### src/rtl/ser_to_par6_pkg.sv
// rtl/ser_to_par6_pkg.sv - shared types and widths for ser_to_par6 (PARITY_CHECK_EN adds the PARITY state)
package ser_to_par6_pkg;

  localparam int DATA_W = 6;
  localparam int CNT_W  = 3;

  typedef enum logic [1:0] {
    ST_IDLE,
    ST_DATA
`ifdef PARITY_CHECK_EN
    ,
    ST_PARITY
`endif
  } state_t;

endpackage

### src/rtl/ser_to_par6_shreg.sv
// rtl/ser_to_par6_shreg.sv - 6-bit shift register; MSB_FIRST=1 moves the first bit toward data[5]
module ser_to_par6_shreg
  import ser_to_par6_pkg::*;
#(
  parameter int MSB_FIRST = 1
) (
  input  logic              clk_in,
  input  logic              rst_in,
  input  logic              shift_en,
  input  logic              bit_in,
  output logic [DATA_W-1:0] data
);

  always_ff @(posedge clk_in or posedge rst_in) begin
    if (rst_in) begin
      data <= '0;
    end else if (shift_en) begin
      if (MSB_FIRST != 0) begin
        data <= {data[DATA_W-2:0], bit_in};
      end else begin
        data <= {bit_in, data[DATA_W-1:1]};
      end
    end
  end

endmodule

### src/rtl/ser_to_par6.sv
// rtl/ser_to_par6.sv - framed serial-to-6-bit-parallel deserializer
// Define PARITY_CHECK_EN to expect and check a trailing even-parity bit.
module ser_to_par6
  import ser_to_par6_pkg::*;
#(
  parameter int MSB_FIRST = 1
) (
  input  logic              clk_in,
  input  logic              rst_in,
  input  logic              ser_in,
  input  logic              ser_en,
  output logic [DATA_W-1:0] par_out,
  output logic              par_valid,
  output logic              busy,
  output logic              parity_err
);

  state_t             state;
  logic [CNT_W-1:0]   cnt;
  logic               frame_done;
  logic               shift_en;
  logic [DATA_W-1:0]  shreg_q;
`ifdef PARITY_CHECK_EN
  logic               par_bit;
`endif

  assign shift_en = ser_en && (state == ST_DATA);

  ser_to_par6_shreg #(
    .MSB_FIRST(MSB_FIRST)
  ) u_shreg (
    .clk_in  (clk_in),
    .rst_in  (rst_in),
    .shift_en(shift_en),
    .bit_in  (ser_in),
    .data    (shreg_q)
  );

  // frame_done marks the final-bit edge; the word is published one edge later.
  always_ff @(posedge clk_in or posedge rst_in) begin
    if (rst_in) begin
      state      <= ST_IDLE;
      cnt        <= '0;
      frame_done <= 1'b0;
      busy       <= 1'b0;
      par_out    <= '0;
      par_valid  <= 1'b0;
`ifdef PARITY_CHECK_EN
      par_bit    <= 1'b0;
      parity_err <= 1'b0;
`endif
    end else begin
      frame_done <= 1'b0;
      par_valid  <= frame_done;
      if (frame_done) begin
        par_out <= shreg_q;
`ifdef PARITY_CHECK_EN
        parity_err <= (^shreg_q) ^ par_bit;
`endif
      end
      if (ser_en) begin
        case (state)
          ST_IDLE: begin
            if (ser_in) begin
              state <= ST_DATA;
              busy  <= 1'b1;
              cnt   <= '0;
            end
          end
          ST_DATA: begin
            if (cnt == CNT_W'(DATA_W - 1)) begin
              cnt <= '0;
`ifdef PARITY_CHECK_EN
              state <= ST_PARITY;
`else
              state      <= ST_IDLE;
              busy       <= 1'b0;
              frame_done <= 1'b1;
`endif
            end else begin
              cnt <= cnt + 1'b1;
            end
          end
`ifdef PARITY_CHECK_EN
          ST_PARITY: begin
            par_bit    <= ser_in;
            state      <= ST_IDLE;
            busy       <= 1'b0;
            frame_done <= 1'b1;
          end
`endif
          default: begin
            state <= ST_IDLE;
            busy  <= 1'b0;
          end
        endcase
      end
    end
  end

`ifndef PARITY_CHECK_EN
  assign parity_err = 1'b0;
`endif

endmodule

### config.mk
export PLATFORM = sky130hd
export DESIGN_NAME = ser_to_par6
export DESIGN_NICKNAME = d
export VERILOG_FILES = /design/src/rtl/ser_to_par6_pkg.sv /design/src/rtl/ser_to_par6_shreg.sv /design/src/rtl/ser_to_par6.sv
export SDC_FILE = /design/constraint.sdc
export NUM_CORES = 1
export LEC_CHECK = 0
export CORE_MARGIN = 1
export CORE_UTILIZATION = 49
export CTS_CLUSTER_SIZE = 12
export DETAILED_ROUTE_END_ITERATION = 16
export PLACE_DENSITY_LB_ADDON = 0.1
export SYNTH_ARGS = -nofsm -noshare
export SYNTH_HDL_FRONTEND = slang
export SYNTH_SLANG_ARGS = --single-unit
### constraint.sdc
create_clock -name clk_in -period 1.55 [get_ports clk_in]
set_clock_uncertainty 0.15 [all_clocks]
set_input_delay 0.31 -clock clk_in [delete_from_list [all_inputs] [get_ports clk_in]]
set_output_delay 0.31 -clock clk_in [all_outputs]
set_load 0.005 [all_outputs]
==> flow_summary.toml, run 1 <==
[outcome]
outcome = "complete, no violations"

[power]
powerDensity_nw_per_um2 = 1920
leakagePower_uw = 0.000443
ir_drop_uv = 924
p_total_uw = 1720

[cts]
cts_buffers = 3
insertion_delay_ns = 0.28
cts_sinks = 18
post_cts_buffers = 0
clockBufferDepth = 2
cts_tree = "done"
cts-htree-levels = 1
path_clk_slew_ns = 0.10
cts_root_buf = "clkbuf_4"

[worst_setup_path]
worstPathRequired_ns = 1.09
crit_family = "flip-flops"
critPathMaxFanout = 2
reg2regPathDepth = 3
crit_end = "par_out[1]"
worst_r2r_endpoint = "u_shreg.data[0]"
rrSetupSlack_ns = 0.31
worstSetupPathType = "reg2out"
crit_start = "par_out[1]"
cp-end-kind = "output pin"
cpPeakStageDelay_ns = 0.40
critPathBufInv = 1
cp_cell_sequence = "dlygate4sd2_1"
cp_num_cells = 1
worstPathArrival_ns = 0.95
crit_path_top_delay_cell = "dfrtp_1"
startpoint_type = "flop"
rr_startpoint = "busy"

[timing]
slew_violations = 0
setup_viol = 0
hold_viol_final = 0
worst_slack_ns = 0.143
final.period_utilization_pct = 90.8
fmax_ghz = 0.711
rsz0062_at_grt = "no"
timing.final.crit_period_ns = 1.41

[drt]
viasPerCell = 5.20
drtAntennaViolNets = 0
routedWlPerCell_um = 13.1
routed_wirelength_um = 1060
drc = 0
drt_iter0_drc = 3
drt_first_pass_iters = 3
vias = 421

[finish]
fin_util_pct = 66.3
fin_cells = 81
seq_area_um2 = 450
antenna_cells = 0
multi_input_area_um2 = 251
fin_nets = 71
area_delta_synth_final_pct = 22.6
drive_gt1_share_pct = 33.3
n_fill_cell = 106

[floorplanning]
rows = 13
die_w_um = 40.6
num_io_pins = 13
die_y_um = 40.6
core-area_um2 = 1350
dieArea_um2 = 1650
initial_utilization_pct = 54.0

[global_route]
grt_remaining_overflow = 0
grt_pass1_vias = 384
antenna_found_initial = 0
track_usage_pct = 16.7
grt_first_pass_wirelength_um = 1690
grt_max_degree = 19

[yosys]
synth_async_sr_flop_share_pct = 100
yosys.area.top_type_share_pct = 61.7
synth_area_leader_cell = "dfrtp_1"
yosysUniqueCellTypes = 18
synth_compound_area_share_pct = 6.17
synth_edf_count = 0
synth_fa_ha_area_share_pct = 0
post_synth_inst_count = 50
synth_mux_area_share_pct = 21.6
yosys.area_share.simple_pct = 6.17
synth_commonest_cells = "dfrtp_1, mux2_2, mux2_4"
synth.most_common_cell = "dfrtp_1"
avgSynthCellArea_um2 = 14.6
synthXorXnorAreaFrac_pct = 0
synth_fp_nets = 54
synthTopCellsByArea = "dfrtp_1, mux2_4, mux2_2, o21ai_0, inv_1"
ys_seq_area_share_pct = 61.7
ys_seq_elements = 18
ys.warnings.count = 0
synth_top_family_by_area = "multiplexers"
ys.flop_type = "dfrtp_1"
synth_area_um2 = 729

[place]
dp_cells = 77
place_ws_ns = -0.0649
globalplace.congestion = 0.665
portBuffers = 11

[hold_path]
worstHoldPathType = "in2async"

[job]
cap_violations = 0
## per-layer routing
metal / vias to the layer above / track usage, % / routed length, µm
li1: 205 / - / -
met1: 206 / 21.1 / 532
met2: 10 / 25.0 / 491
met3: 0 / 5.00 / 37
met4: 0 / 10.0 / 0
met5: - / 0 / 0
## registers in the layout, indices dropped and copies added, names as in the netlist
register	count
par_valid	1
busy	1
u_shreg.data	6
par_out	6
cnt	3
frame_done	1
## report_power, final
part | internal, µW | total, µW | switching, µW
sequential | 685 | 842 | 157
combinational | 395 | 597 | 202
clock | 143 | 277 | 134
total | 1220 | 1720 | 493
## what timing repair did
action                                  in CTS  in global routing
endpoints found under the setup margin       8                  0
hold buffers                                 0                  0
resized for setup                            8                  0
## worst min-delay path by stage
stage	from	endpoint	slack, ns	depth (start not counted)
floorplan	rst_in	busy	0.1	1
global placement	par_out[4]	par_out[4]	0.34	1
detailed placement	par_out[0]	par_out[0]	0.35	1
CTS	rst_in	par_out[4]	0.19	3
global route	rst_in	u_shreg.data[4]	0.22	3
finish	rst_in	par_out[4]	0.19	3
## cell type report
cell class	instances	area share, %
tap	15	2.10
clock buffer	4	4.06
timing repair buffer	14	13.7
multi-input combinational	26	28.1
inverter	4	1.68
sequential	18	50.3
## through the flow
stage	cell area, µm²	setup TNS, ns	hold slack, ns
after floorplan	729	0	0.0986
after global placement	868	-0.257	0.340
after detailed placement	868	-0.415	0.347
after CTS	895	0	0.191
after global routing	895	0	0.220
final	895	0	0.188
## placed cells by master (no fill, tap or decap)
cell,Yosys,layout
nand4b_1,1,1
nand3b_1,1,1
nor2_1,1,1
dfrtp_1,18,18
a22o_2,1,1
a22o_1,1,1
buf_4,1,3
clkdlybuf4s50_1,0,3
clkbuf_8,0,1
o22ai_1,1,1
mux2_2,6,6
nand2_1,1,1
nand2_4,1,1
conb_1,1,1
clkbuf_4,0,3
nor3_2,1,1
o21ai_0,3,3
a21oi_1,1,1
dlygate4sd2_1,0,8
inv_1,4,4
mux2_4,6,6
## cells by family (layout without fill, tap and decap cells)
logic type,count (synthesis),in the layout
AND/OR/NAND/NOR,6,6
flip-flops,18,18
AO/OA/AOI/OAI,7,7
multiplexers,12,12
other,1,1
buffers and inverters,6,22
Note: power is estimated with default switching activity, not from simulation.
==> run 2: changes to the inputs <==
--- a/config.mk
+++ b/config.mk
@@ -6,9 +6,11 @@
 export NUM_CORES = 1
 export LEC_CHECK = 0
 export CORE_MARGIN = 1
-export CORE_UTILIZATION = 49
+export CORE_UTILIZATION = 52
+export CTS_BUF_LIST = sky130_fd_sc_hd__clkbuf_4 sky130_fd_sc_hd__clkbuf_8
 export CTS_CLUSTER_SIZE = 12
 export DETAILED_ROUTE_END_ITERATION = 16
+export GPL_ROUTABILITY_DRIVEN = 0
 export PLACE_DENSITY_LB_ADDON = 0.1
 export SYNTH_ARGS = -nofsm -noshare
 export SYNTH_HDL_FRONTEND = slang
==> run 2 against run 1 <==
Setup slack better by 0.016 ns. First-iteration DRC count grew 67%. Global-route usage fell by 0.30 points. Sequential share of layout area increased by 0.79 points. Routed wire length up 0.38%. Clock power decreased by 23%. Combinational power grew 1%. Sequential power about the same. Worst hold slack gained 0.0047 ns. Clock-buffer cell count is 1 lower. Power shrank 3.6%. Largest cell class unchanged. Highest routed layer is now met4.
==> flow_summary.toml, run 2 (synthesized netlist as in run 1, its figures left out) <==
[finish]
seq_area_um2 = 450
n_fill_cell = 108
multi_input_area_um2 = 251
drive_gt1_share_pct = 32.3
final_common_cell = "dfrtp_1"
area_delta_synth_final_pct = 20.8
reg_top3 = "par_out x6, u_shreg.data x6, cnt x3"
fin_nets = 71
antenna_cells = 0
final_cell_mix = "dfrtp_1, dlygate4sd2_1, mux2_4, mux2_2, inv_1"
fin_util_pct = 67.7
fin_cells = 80

[global_route]
antenna_found_initial = 0
track_usage_pct = 16.4
grt_pass1_vias = 360
grt_remaining_overflow = 0
grt_first_pass_wirelength_um = 1580
grt_max_degree = 19

[power]
powerDensity_nw_per_um2 = 1880
clkPwrFrac_pct = 12.9
ir_drop_uv = 953
pwr-share-seq_pct = 50.7
p_sw_share_pct = 29.3
p_sw_uw = 485
leakagePower_uw = 0.000436
p_int_uw = 1170
combPwrFrac_pct = 36.5

[timing]
setup_viol = 0
whs_ns = 0.193
timing.setup.tns_ns = 0
hold_viol_final = 0
rsz0062_at_grt = "no"
timing.final.crit_period_ns = 1.39
slew_violations = 0
final.period_utilization_pct = 89.8
worst_slack_ns = 0.159
fmax_ghz = 0.719

[floorplanning]
die_y_um = 39.5
num_io_pins = 13
dieArea_um2 = 1560
die_w_um = 39.5
rows = 13
initial_utilization_pct = 56.1
core-area_um2 = 1300

[worst_setup_path]
rrSetupSlack_ns = 0.29
reg2regPathDepth = 3
worst_r2r_endpoint = "cnt[2]"
cp_cell_sequence = "dlygate4sd2_1"
worstPathArrival_ns = 0.93
crit_family = "flip-flops"
cp-end-kind = "output pin"
startpoint_type = "flop"
rr_startpoint = "busy"
cpPeakStageDelay_ns = 0.39
critPathBufInv = 1
worstPathRequired_ns = 1.09
critPathMaxFanout = 2
worstSetupPathType = "reg2out"
crit_path_top_delay_cell = "dfrtp_1"

[job]
cap_violations = 0

[cts]
insertion_delay_ns = 0.28
cts-htree-levels = 1
path_clk_slew_ns = 0.09
cts_sinks = 18
clockBufferDepth = 2
cts_tree = "done"
cts_buffers = 3
cts_root_buf = "clkbuf_4"

[place]
portBuffers = 11
dp_cells = 77
dp_hpwl_um = 752
place_ws_ns = -0.0795

[drt]
routed_wirelength_um = 1070
viasPerCell = 5.13
wl_met3_um = 49
drc = 0
top_layer = "met4"
drt_first_pass_iters = 3
wl_met1_um = 540
wl_met2_um = 464
drtAntennaViolNets = 0
vias = 410
drt_iter0_drc = 5
routedWlPerCell_um = 13.3

[hold_path]
worstHoldPathType = "in2async"

[outcome]
outcome = "complete, no violations"
[run 2: cell count changes in the layout (fill, tap and decap cells not counted), sizes merged]
cell    before  now
clkbuf       4    3
[run 2: worst max path at each step]
| stage | from | endpoint | cells past startpoint |
|---|---|---|---|
| 6_report | busy | busy | 1 |
| 5_1_grt | busy | busy | 1 |
| 2_1_floorplan | busy | u_shreg.data[0] | 2 |
| 4_1_cts | busy | busy | 1 |
| 3_3_place_gp | ser_en | u_shreg.data[1] | 3 |
| 3_5_place_dp | ser_en | cnt[1] | 3 |
[run 2: final cells by class]
class	instances	area share, %
multi-input combinational	26	28.6
inverter	4	1.70
sequential	18	51.1
tap	15	2.13
clock buffer	3	2.56
timing repair buffer	14	13.9
[run 2: power groups by stage]
stage,clock network [µW],logic (µW),registers [µW]
floorplan,0,392,834
global placement,0,656,844
detailed placement,0,677,846
CTS,228,610,836
global route,239,658,864
finish,213,603,839
[run 2: per-stage QoR]
stage / cell area (µm²) / power (µW)
after global routing: 881 / 1760
after detailed placement: 868 / 1520
final: 881 / 1660
after CTS: 881 / 1670
after global placement: 868 / 1500
after floorplan: 729 / 1230
[run 2: worst min-delay path: stages]
cell and delay (ns):
clkdlybuf4s50_1 0.40, inv_1 0.05, buf_4 0.23
[run 2: timing repair]
action | CTS | global route
setup endpoints to repair | 8 | 0
hold buffers | 0 | 0
setup buffers | 0 | 0
resized for setup | 8 | 0
[run 2: metal layers]
metal	vias up	GRT usage, %
li1	204	-
met1	194	21.7
met5	-	0
met4	0	12.9
met3	2	3.41
met2	10	23.0
==> run 3: changes to the inputs <==
--- a/config.mk
+++ b/config.mk
@@ -11,7 +11,8 @@
 export CTS_CLUSTER_SIZE = 12
 export DETAILED_ROUTE_END_ITERATION = 16
 export GPL_ROUTABILITY_DRIVEN = 0
-export PLACE_DENSITY_LB_ADDON = 0.1
+export PLACE_DENSITY = 0.76
+export RECOVER_POWER = 50
 export SYNTH_ARGS = -nofsm -noshare
 export SYNTH_HDL_FRONTEND = slang
 export SYNTH_SLANG_ARGS = --single-unit
==> run 3 against run 2 <==
Combinational power about the same. First-iteration DRC count down 40%. Die area unchanged. Largest power group unchanged.
==> flow_summary.toml, run 3 (synthesized netlist as in run 1, its figures left out) <==
[worst_setup_path]
cp-end-kind = "flop"
critPathMaxFanout = 5
cpPeakStageDelay_ns = 0.67
crit_family = "buffers and inverters"
worstPathArrival_ns = 1.48
crit_path_top_delay_cell = "dlygate4sd3_1"
cp_cell_sequence = "dlygate4sd3_1, o21ai_0, a22o_1"
critPathBufInv = 1
startpoint_type = "input port"
worstPathRequired_ns = 1.59
worstSetupPathType = "in2reg"
rrSetupSlack_ns = 0.27

[drt]
routed_wirelength_um = 1120
drt_first_pass_iters = 2
drc = 0
viasPerCell = 5.38
drtAntennaViolNets = 0
routedWlPerCell_um = 13.8
vias = 436
drt_iter0_drc = 3

[finish]
drive_gt1_share_pct = 31.8
antenna_cells = 0
final_cell_mix = "dfrtp_1, dlygate4sd2_1, mux2_4, mux2_2, inv_1"
fin_nets = 71
final_common_cell = "dfrtp_1"
reg_top3 = "par_out x6, u_shreg.data x6, cnt x3"
area_delta_synth_final_pct = 22.1

[floorplanning]
dieArea_um2 = 1560
num_io_pins = 13
die_y_um = 39.5
rows = 13
die_w_um = 39.5
core-area_um2 = 1300
initial_utilization_pct = 56.1

[timing]
worst_slack_ns = 0.104
timing.final.crit_period_ns = 1.45
slew_violations = 0
setup_viol = 0
fmax_ghz = 0.691
rsz0062_at_grt = "no"
hold_viol_final = 0
worst_pin_slew_ns = 0.927
whs_ns = 0.364
relSlewSlack_pct = 38.2
final.period_utilization_pct = 93.3

[global_route]
grt_first_pass_wirelength_um = 1780
track_usage_pct = 18.1
grt_remaining_overflow = 0
grt_pass1_vias = 404
antenna_found_initial = 0
grt_max_degree = 19

[cts]
cts_sinks = 18
cts_buffers = 3
path_clk_slew_ns = 0.10
clockBufferDepth = 2
cts_root_buf = "clkbuf_4"
cts_tree = "done"
insertion_delay_ns = 0.29
cts-htree-levels = 1

[power]
leakagePower_uw = 0.000440
ir_drop_uv = 942
powerDensity_nw_per_um2 = 1940

[place]
dp_hpwl_um = 748
portBuffers = 11
place_ws_ns = -0.106

[hold_path]
worstHoldPathType = "reg2reg"

[job]
cap_violations = 0

[outcome]
outcome = "complete, no violations"
[run 3: cell count changes in the layout (fill, tap and decap cells not counted)]
cell / before / now
buf_4: 3 / 2
clkbuf_1: 0 / 1
clkbuf_8: 0 / 1
clkdlybuf4s50_1: 3 / 2
dlygate4sd3_1: 0 / 1
[run 3: path summary, 6_finish.rpt]
path | from | end | depth (start not counted)
min in group asynchronous | rst_in | par_out[1] | 3
hold / removal | par_out[2] | par_out[2] | 1
max in group asynchronous | rst_in | busy | 3
setup reg to reg | busy | cnt[1] | 3
hold reg to reg | par_out[2] | par_out[2] | 1
setup / recovery | ser_en | cnt[1] | 3
[run 3: through the flow]
stage          setup TNS (ns)  instance area, µm²  std cells  total power [µW]  utilization (%)
2_1_floorplan               0                 729         50              1230                -
3_5_place_dp           -0.679                 868         77              1520             66.7
6_report                    0                 891         81              1730             68.5
4_1_cts                     0                 895         81              1740             68.8
5_1_grt                     0                 891         81              1850             68.5
3_3_place_gp           -0.326                 868         77              1490             66.7
[run 3: final cells by class]
class / count / area (µm²)
tap: 15 / 18.8
timing repair buffer: 14 / 119
clock buffer: 4 / 36.3
fill: 104 / 410
inverter: 4 / 15.0
sequential: 18 / 450
multi-input combinational: 26 / 251
[run 3: repair_timing]
| action | 4_1_cts | 5_1_grt |
|---|---|---|
| setup endpoints to repair | 8 | 0 |
| hold buffers | 0 | 0 |
| buffers inserted | 0 | 0 |
| gates resized for setup | 8 | 0 |
[run 3: metal layers]
metal	up-vias	track usage (%)	share of wire, %
met5	-	0	0
met4	0	10.3	0.99
met3	2	3.41	3.1
met2	11	25.0	46
met1	221	26.2	50
li1	202	-	-
[run 3: report_power, final]
| group | total, µW | leakage [µW] | switching, µW | internal [µW] |
|---|---|---|---|---|
| Combinational | 602 | 0.000201 | 208 | 394 |
| Clock | 289 | 0.0000210 | 146 | 143 |
| Sequential | 835 | 0.000218 | 151 | 684 |
